==> src/rtl/line_burst_adapter_if.sv <==
// Line-wide cache port plus narrow single-beat memory bus of line_burst_adapter.
// master = the adapter itself; slave = the cache/memory side around it.
interface line_burst_adapter_if #(
  parameter int ADDR_WIDTH = 32,
  parameter int LINE_SIZE  = 64,
  parameter int BUS_WIDTH  = 32
);
  logic [ADDR_WIDTH-1:0]  mem_addr;
  logic [LINE_SIZE*8-1:0] mem_write_data;
  logic                   mem_read_en;
  logic                   mem_write_en;
  logic [LINE_SIZE*8-1:0] mem_read_data;
  logic                   mem_ready;
  logic                   bus_req;
  logic                   bus_we;
  logic [ADDR_WIDTH-1:0]  bus_addr;
  logic [BUS_WIDTH-1:0]   bus_wdata;
  logic                   bus_gnt;
  logic                   bus_rvalid;
  logic [BUS_WIDTH-1:0]   bus_rdata;
  logic                   err;

  modport master (
    input  mem_addr, mem_write_data, mem_read_en, mem_write_en,
    input  bus_gnt, bus_rvalid, bus_rdata,
    output mem_read_data, mem_ready, err,
    output bus_req, bus_we, bus_addr, bus_wdata
  );

  modport slave (
    output mem_addr, mem_write_data, mem_read_en, mem_write_en,
    output bus_gnt, bus_rvalid, bus_rdata,
    input  mem_read_data, mem_ready, err,
    input  bus_req, bus_we, bus_addr, bus_wdata
  );
endinterface

==> src/rtl/line_burst_adapter.sv <==
// Splits whole-line fills/writebacks into single-beat narrow-bus transfers and reassembles fills.
// Optional per-beat watchdog: define LINE_BURST_TIMEOUT_EN.
module line_burst_adapter #(
  parameter int ADDR_WIDTH     = 32,
  parameter int LINE_SIZE      = 64,
  parameter int BUS_WIDTH      = 32,
  parameter int TIMEOUT_CYCLES = 256
) (
  input  logic                 clk,
  input  logic                 rst,
  line_burst_adapter_if.master bus
);
  localparam int LINE_W  = LINE_SIZE * 8;
  localparam int BEATS   = LINE_W / BUS_WIDTH;
  localparam int BEAT_W  = (BEATS > 1) ? $clog2(BEATS) : 1;
  localparam int BEAT_SH = $clog2(BUS_WIDTH / 8);
  localparam int WORD_SH = $clog2(BUS_WIDTH);
  localparam logic [BEAT_W-1:0]     LAST_BEAT = BEAT_W'(BEATS - 1);
  localparam logic [ADDR_WIDTH-1:0] LINE_MASK = ADDR_WIDTH'(LINE_SIZE - 1);

  if (BEATS < 2 || (LINE_W % BUS_WIDTH) != 0 || (BEATS & (BEATS - 1)) != 0 ||
      TIMEOUT_CYCLES < 1) begin : g_bad_cfg
    $error("line_burst_adapter: unsupported parameter combination");
  end

  typedef enum logic [2:0] {IDLE, WR_REQ, RD_REQ, RD_WAIT, DONE, GAP} state_t;

  state_t                      state, state_nxt;
  logic [BEAT_W-1:0]           beat;
  logic [ADDR_WIDTH-1:0]       base;
  logic [LINE_W-1:0]           wr_line;
  logic [LINE_W-1:0]           rd_line;
  logic [BEAT_W+WORD_SH-1:0]   slice_lo;
  logic                        accept_wr, accept_rd, beat_adv, rd_store;
  logic                        last, req, to_hit;

  assign last     = (beat == LAST_BEAT);
  assign req      = (state == WR_REQ) || (state == RD_REQ);
  assign slice_lo = {beat, {WORD_SH{1'b0}}};

  always_ff @(posedge clk or posedge rst) begin
    if (rst) state <= IDLE;
    else     state <= state_nxt;
  end

  // to_hit can only fire in a waiting state with no handshake this cycle
  always_comb begin
    state_nxt = state;
    accept_wr = 1'b0;
    accept_rd = 1'b0;
    beat_adv  = 1'b0;
    rd_store  = 1'b0;
    case (state)
      IDLE: begin
        if (bus.mem_write_en) begin
          accept_wr = 1'b1;
          state_nxt = WR_REQ;
        end else if (bus.mem_read_en) begin
          accept_rd = 1'b1;
          state_nxt = RD_REQ;
        end
      end
      WR_REQ: begin
        if (bus.bus_gnt) begin
          if (last) state_nxt = DONE;
          else      beat_adv  = 1'b1;
        end else if (to_hit) begin
          state_nxt = DONE;
        end
      end
      RD_REQ: begin
        if (bus.bus_gnt)   state_nxt = RD_WAIT;
        else if (to_hit)   state_nxt = DONE;
      end
      RD_WAIT: begin
        if (bus.bus_rvalid) begin
          rd_store = 1'b1;
          if (last) begin
            state_nxt = DONE;
          end else begin
            beat_adv  = 1'b1;
            state_nxt = RD_REQ;
          end
        end else if (to_hit) begin
          state_nxt = DONE;
        end
      end
      DONE:    state_nxt = GAP;
      GAP:     state_nxt = IDLE;
      default: state_nxt = IDLE;
    endcase
  end

  always_ff @(posedge clk or posedge rst) begin
    if (rst) begin
      beat    <= '0;
      base    <= '0;
      wr_line <= '0;
      rd_line <= '0;
    end else begin
      if (accept_wr || accept_rd) begin
        base <= bus.mem_addr & ~LINE_MASK;
        beat <= '0;
      end else if (beat_adv) begin
        beat <= beat + BEAT_W'(1);
      end
      if (accept_wr) wr_line <= bus.mem_write_data;
      // the fill buffer doubles as mem_read_data, so it is only disturbed by the next read
      if (accept_rd)     rd_line <= '0;
      else if (rd_store) rd_line[slice_lo +: BUS_WIDTH] <= bus.bus_rdata;
    end
  end

  assign bus.bus_req       = req;
  assign bus.bus_we        = (state == WR_REQ);
  assign bus.bus_addr      = req ? base + (ADDR_WIDTH'(beat) << BEAT_SH) : '0;
  assign bus.bus_wdata     = (state == WR_REQ) ? wr_line[slice_lo +: BUS_WIDTH] : '0;
  assign bus.mem_ready     = (state == DONE);
  assign bus.mem_read_data = rd_line;

`ifdef LINE_BURST_TIMEOUT_EN
  localparam int WAIT_W = $clog2(TIMEOUT_CYCLES + 1);

  logic [WAIT_W-1:0] wait_cnt;
  logic              stalled;
  logic              timed_out;

  assign stalled = (req && !bus.bus_gnt) || (state == RD_WAIT && !bus.bus_rvalid);
  assign to_hit  = stalled && (wait_cnt == WAIT_W'(TIMEOUT_CYCLES - 1));

  always_ff @(posedge clk or posedge rst) begin
    if (rst) begin
      wait_cnt  <= '0;
      timed_out <= 1'b0;
    end else begin
      if (state_nxt != state || !stalled) wait_cnt <= '0;
      else                                wait_cnt <= wait_cnt + WAIT_W'(1);
      if (accept_wr || accept_rd) timed_out <= 1'b0;
      else if (to_hit)            timed_out <= 1'b1;
    end
  end

  assign bus.err = (state == DONE) && timed_out;
`else
  assign to_hit  = 1'b0;
  assign bus.err = 1'b0;
`endif
endmodule

==> src/flat_wrapper.sv <==
// flat-port wrapper written by rule: the top's interface ports become plain ports
module line_burst_adapter_flat 
#(
  parameter int ADDR_WIDTH     = 32,
  parameter int LINE_SIZE      = 64,
  parameter int BUS_WIDTH      = 32,
  parameter int TIMEOUT_CYCLES = 256
)
  (clk, rst, bus_mem_addr, bus_mem_write_data, bus_mem_read_en, bus_mem_write_en, bus_bus_gnt, bus_bus_rvalid, bus_bus_rdata, bus_mem_read_data, bus_mem_ready, bus_err, bus_bus_req, bus_bus_we, bus_bus_addr, bus_bus_wdata);
  line_burst_adapter_if #(.ADDR_WIDTH(ADDR_WIDTH), .LINE_SIZE(LINE_SIZE), .BUS_WIDTH(BUS_WIDTH)) bus_i ();
  input  logic clk;
  input  logic rst;
  input wire logic [$bits(bus_i.mem_addr)-1:0] bus_mem_addr;
  input wire logic [$bits(bus_i.mem_write_data)-1:0] bus_mem_write_data;
  input wire logic [$bits(bus_i.mem_read_en)-1:0] bus_mem_read_en;
  input wire logic [$bits(bus_i.mem_write_en)-1:0] bus_mem_write_en;
  input wire logic [$bits(bus_i.bus_gnt)-1:0] bus_bus_gnt;
  input wire logic [$bits(bus_i.bus_rvalid)-1:0] bus_bus_rvalid;
  input wire logic [$bits(bus_i.bus_rdata)-1:0] bus_bus_rdata;
  output wire logic [$bits(bus_i.mem_read_data)-1:0] bus_mem_read_data;
  output wire logic [$bits(bus_i.mem_ready)-1:0] bus_mem_ready;
  output wire logic [$bits(bus_i.err)-1:0] bus_err;
  output wire logic [$bits(bus_i.bus_req)-1:0] bus_bus_req;
  output wire logic [$bits(bus_i.bus_we)-1:0] bus_bus_we;
  output wire logic [$bits(bus_i.bus_addr)-1:0] bus_bus_addr;
  output wire logic [$bits(bus_i.bus_wdata)-1:0] bus_bus_wdata;
  assign bus_i.mem_addr = bus_mem_addr;
  assign bus_i.mem_write_data = bus_mem_write_data;
  assign bus_i.mem_read_en = bus_mem_read_en;
  assign bus_i.mem_write_en = bus_mem_write_en;
  assign bus_i.bus_gnt = bus_bus_gnt;
  assign bus_i.bus_rvalid = bus_bus_rvalid;
  assign bus_i.bus_rdata = bus_bus_rdata;
  assign bus_mem_read_data = bus_i.mem_read_data;
  assign bus_mem_ready = bus_i.mem_ready;
  assign bus_err = bus_i.err;
  assign bus_bus_req = bus_i.bus_req;
  assign bus_bus_we = bus_i.bus_we;
  assign bus_bus_addr = bus_i.bus_addr;
  assign bus_bus_wdata = bus_i.bus_wdata;
  line_burst_adapter #(.ADDR_WIDTH(ADDR_WIDTH), .LINE_SIZE(LINE_SIZE), .BUS_WIDTH(BUS_WIDTH), .TIMEOUT_CYCLES(TIMEOUT_CYCLES)) u_core (.clk(clk), .rst(rst), .bus(bus_i));
endmodule
==> config.mk <==
export PLATFORM = sky130hd
export DESIGN_NAME = line_burst_adapter_flat
export DESIGN_NICKNAME = d
export VERILOG_FILES = /design/src/rtl/line_burst_adapter_if.sv /design/src/rtl/line_burst_adapter.sv /design/src/flat_wrapper.sv
export SDC_FILE = /design/constraint.sdc
export NUM_CORES = 2
export LEC_CHECK = 0
export ABC_AREA = 1
export CORE_AREA = 3 3 456 458
export DETAILED_ROUTE_END_ITERATION = 7
export DIE_AREA = 0 0 459 461
export HOLD_SLACK_MARGIN = 0.05
export PLACE_DENSITY = 0.56
export SYNTH_ARGS = -nofsm -noshare
export SYNTH_HDL_FRONTEND = slang
export SYNTH_SLANG_ARGS = --single-unit
==> constraint.sdc <==
create_clock -name clk -period 71.9 [get_ports clk]
set_input_delay 10.785 -clock clk [delete_from_list [all_inputs] [get_ports clk]]
set_output_delay 10.785 -clock clk [all_outputs]
set_load 0.005 [all_outputs]
==> metrics.cfg <==
[outcome]
outcome=complete, no violations

[timing]
tns_ps=0
setup_ws_ps=56140
worst_pin_slew_ps=1290
setup_viol=0
fin_skew_ps=69.4
rsz0062_at_grt=no
holdWs_ps=466
hold_violations=0
period_needed_ps=15760
clock.fmax_mhz=63.4
relSlewSlack_pct=14.3
maxSlewViolCount=0
fin_crit_sh_pct=21.9

[die]
die_h_um=461
coreArea_um2=204000
ios=1162
dieArea_um2=212000
die_x_um=459
start_util_pct=23.5
rows=166

[global_routing]
antenna_found_initial=84
grt_use_total_pct=21.8
overflow=0
grt_pass1_wl_um=335000
grt_max_degree=197
grt_pass1_vias=45056

[power_and_ir_drop]
combPwrFrac_pct=36.6
power_frac_seq_pct=36.3
internal-power_mw=1.45
p_per_area_nw_per_um2=36.0
clkPwrFrac_pct=27.2
power_switching_uw=925
p_leak_nw=30.8
ir_worst_vdd_v=0.0000309
swShare_pct=39.0

[clock_tree]
clk_latency_ps=790
cts_tree=done
cts_buffer_depth=3
postCtsHoldBufs=0
numCtsBuffers=121
cts_resized=0
path_clk_slew_ps=60
clock-sinks=1057
h-tree-depth=3
postCtsSetupBuffers=0
cts-root-buf=clkbuf_16

[worst_setup_path]
crit_fanout=47
path_buf_inv=4
crit_arrival_ps=4980
crit_path_start_kind=flop
required_ps=61110
crit_chain=buf_4, inv_4, buf_4, o211ai_1, a21oi_1, nor2_1, nor2_1, clkdlybuf4s50_1
crit_path_max_incr_delay_ps=710
cp_slowest_cell=buf_4
crit_path_end_kind=output pin
path_class=flop to output pin
cpLargestDelayFamily=buffers and inverters

[cells_and_area]
multi_input_area_um2=17700
n_fill_cell=21806
syn_to_final_growth_pct=36.9
final_nets=7482
register_area_um2=26500
drive_gt1_share_pct=4.69
stdcell_count=9739

[logic_synthesis]
synth_compound_area_share_pct=7.24
syn_avg_cell_area_um2=8.03
synthSimpleGateAreaFrac_pct=29.3
synth.area.top_cells=dfrtp_1 55%, nand2_1 15%, nand3_1 9.9%
syn_area_um2=48100
synth_warnings=0
ys_seq_area_share_pct=55.0
netlist_instances=5993
synth_seq_cells=1057
synth_fa_ha_area_share_pct=0.104
yosysTopAreaCell=dfrtp_1
synth.area.mux_share_pct=0
yosys.area_share.xor_xnor_pct=0.0364
synth_top_family_by_area=simple AND/OR/NAND/NOR gates
synth_cell_type_count=34
yosys.area.top_type_share_pct=55.0

[place]
portBuffers=1152
post-dp-hpwl_um=177000
gp_congestion=0.914
pre_cts_ws_ps=55950
place_inst=9461

[detailed_routing]
drt-initial-drc-count=4653
antenna_left=0
via_per_inst=4.74
wirelength_um=240000
first_pass_iters=6
drc=0
route.vias.total=46129
wl_per_cell_um=24.7

[run]
maxCapViolCount=0

[min_path]
min-delay-path-class=flop to flop

[tightest hold or removal path: stages (launching register included)]
cell and delay [ps]:
dfrtp_1 340, nand2_1 50, nand2_1 50
[state kept, by name, summed over array words and instances, names as in the netlist]
signal,flops
u_core.bus.mem_read_data,512
u_core.wr_line,512
u_core.base,26
u_core.beat,4
u_core.state,3
[cell type report]
type	count	area share, %
Antenna cell	61	0.232
Clock buffer	176	5.29
Clock inverter	41	0.922
Inverter	526	3.03
Multi-Input combinational cell	3974	26.9
Sequential cell	1057	40.2
Tap cell	2688	5.11
Timing Repair Buffer	1216	18.3
[per-stage QoR]
step	power (mW)	area [µm²]	util [%]
finish	2.37	65800	32.2
floorplan	1.36	48100	-
CTS	2.39	65700	32.1
global route	2.52	65800	32.2
global placement	1.72	61600	30.1
detailed placement	1.74	61600	30.1
[power by group through the flow]
stage	logic, mW	registers (mW)	clock network, mW
6_report	0.868	0.860	0.645
5_1_grt	0.964	0.877	0.682
4_1_cts	0.874	0.859	0.659
3_5_place_dp	0.869	0.869	0
3_3_place_gp	0.859	0.863	0
2_1_floorplan	0.502	0.854	0
[logic make-up after synthesis]
| kind of cell | count (synthesis) |
|---|---|
| compound gates | 675 |
| xor+xnor | 2 |
| fa+ha+maj | 4 |
| buf+inv | 964 |
| flops | 1057 |
| other cells | 1 |
| simple gates | 3290 |
[layer usage]
| layer | global-route usage [%] | vias to the layer above | routed length [µm] |
|---|---|---|---|
| met3 | 4.52 | 434 | 17300 |
| met1 | 26.6 | 22632 | 94000 |
| met5 | 0 | - | 77 |
| met4 | 12.8 | 12 | 13700 |
| met2 | 35.7 | 2030 | 115000 |
| li1 | - | 21021 | - |
[Yosys cell counts]
master    count
nand2_2      13
clkinv_1      1
xor2_1        2
nand3_1     950
inv_1       510
clkbuf_1    191
nand4_2       1
nand2_8       2
dfrtp_1    1057
buf_1        43
nand3b_1      4
buf_6         9
buf_4        23
nor3_4        1
ha_1          4
nand4_1      87
inv_2        13
o21ai_0     530
nor2_4       10
conb_1        1
nand3_4       2
nor2_2        5
nor2_8        1
nand2_1    1942
inv_4         2
or2_0         6
a21oi_1      71
nand3_2      12
nor3_1        7
buf_2       172
o211ai_1     42
nor3_2        2
nor2_1      245
o21ai_1      32
[cell usage in the layout (no fill, tap or decap), types with 10 or more instances in the layout]
cell type and count:
clkbuf_1 30, dfrtp_1 1053, o211ai_1 42, inv_1 508, nor2_1 243, o21ai_0 530
bufinv_16 10, clkinv_2 19, clkbuf_16 121, nand4_1 87, o21ai_1 32, buf_4 61
clkbuf_8 25, nand3_2 13, clkdlybuf4s50_1 1152, nand2_2 14, nor2_4 12, inv_2 11
nand3_1 949, diode_2 61, a21oi_1 71, nand2_1 1940
[worst paths after layout]
path / from / to / slack [ps] / cells after the start
max: u_core.beat[1] / bus_bus_wdata[5] / 56140 / 8
min: u_core.wr_line[140] / u_core.wr_line[140] / 470 / 2
max reg2reg: u_core.beat[1] / u_core.bus.mem_read_data[466] / 66010 / 11
min reg2reg: u_core.wr_line[140] / u_core.wr_line[140] / 470 / 2
max in group asynchronous: rst / u_core.beat[2] / 58030 / 5
min in group asynchronous: rst / u_core.bus.mem_read_data[321] / 10600 / 2
No activity file was read; power rests on OpenSTA's default activity.
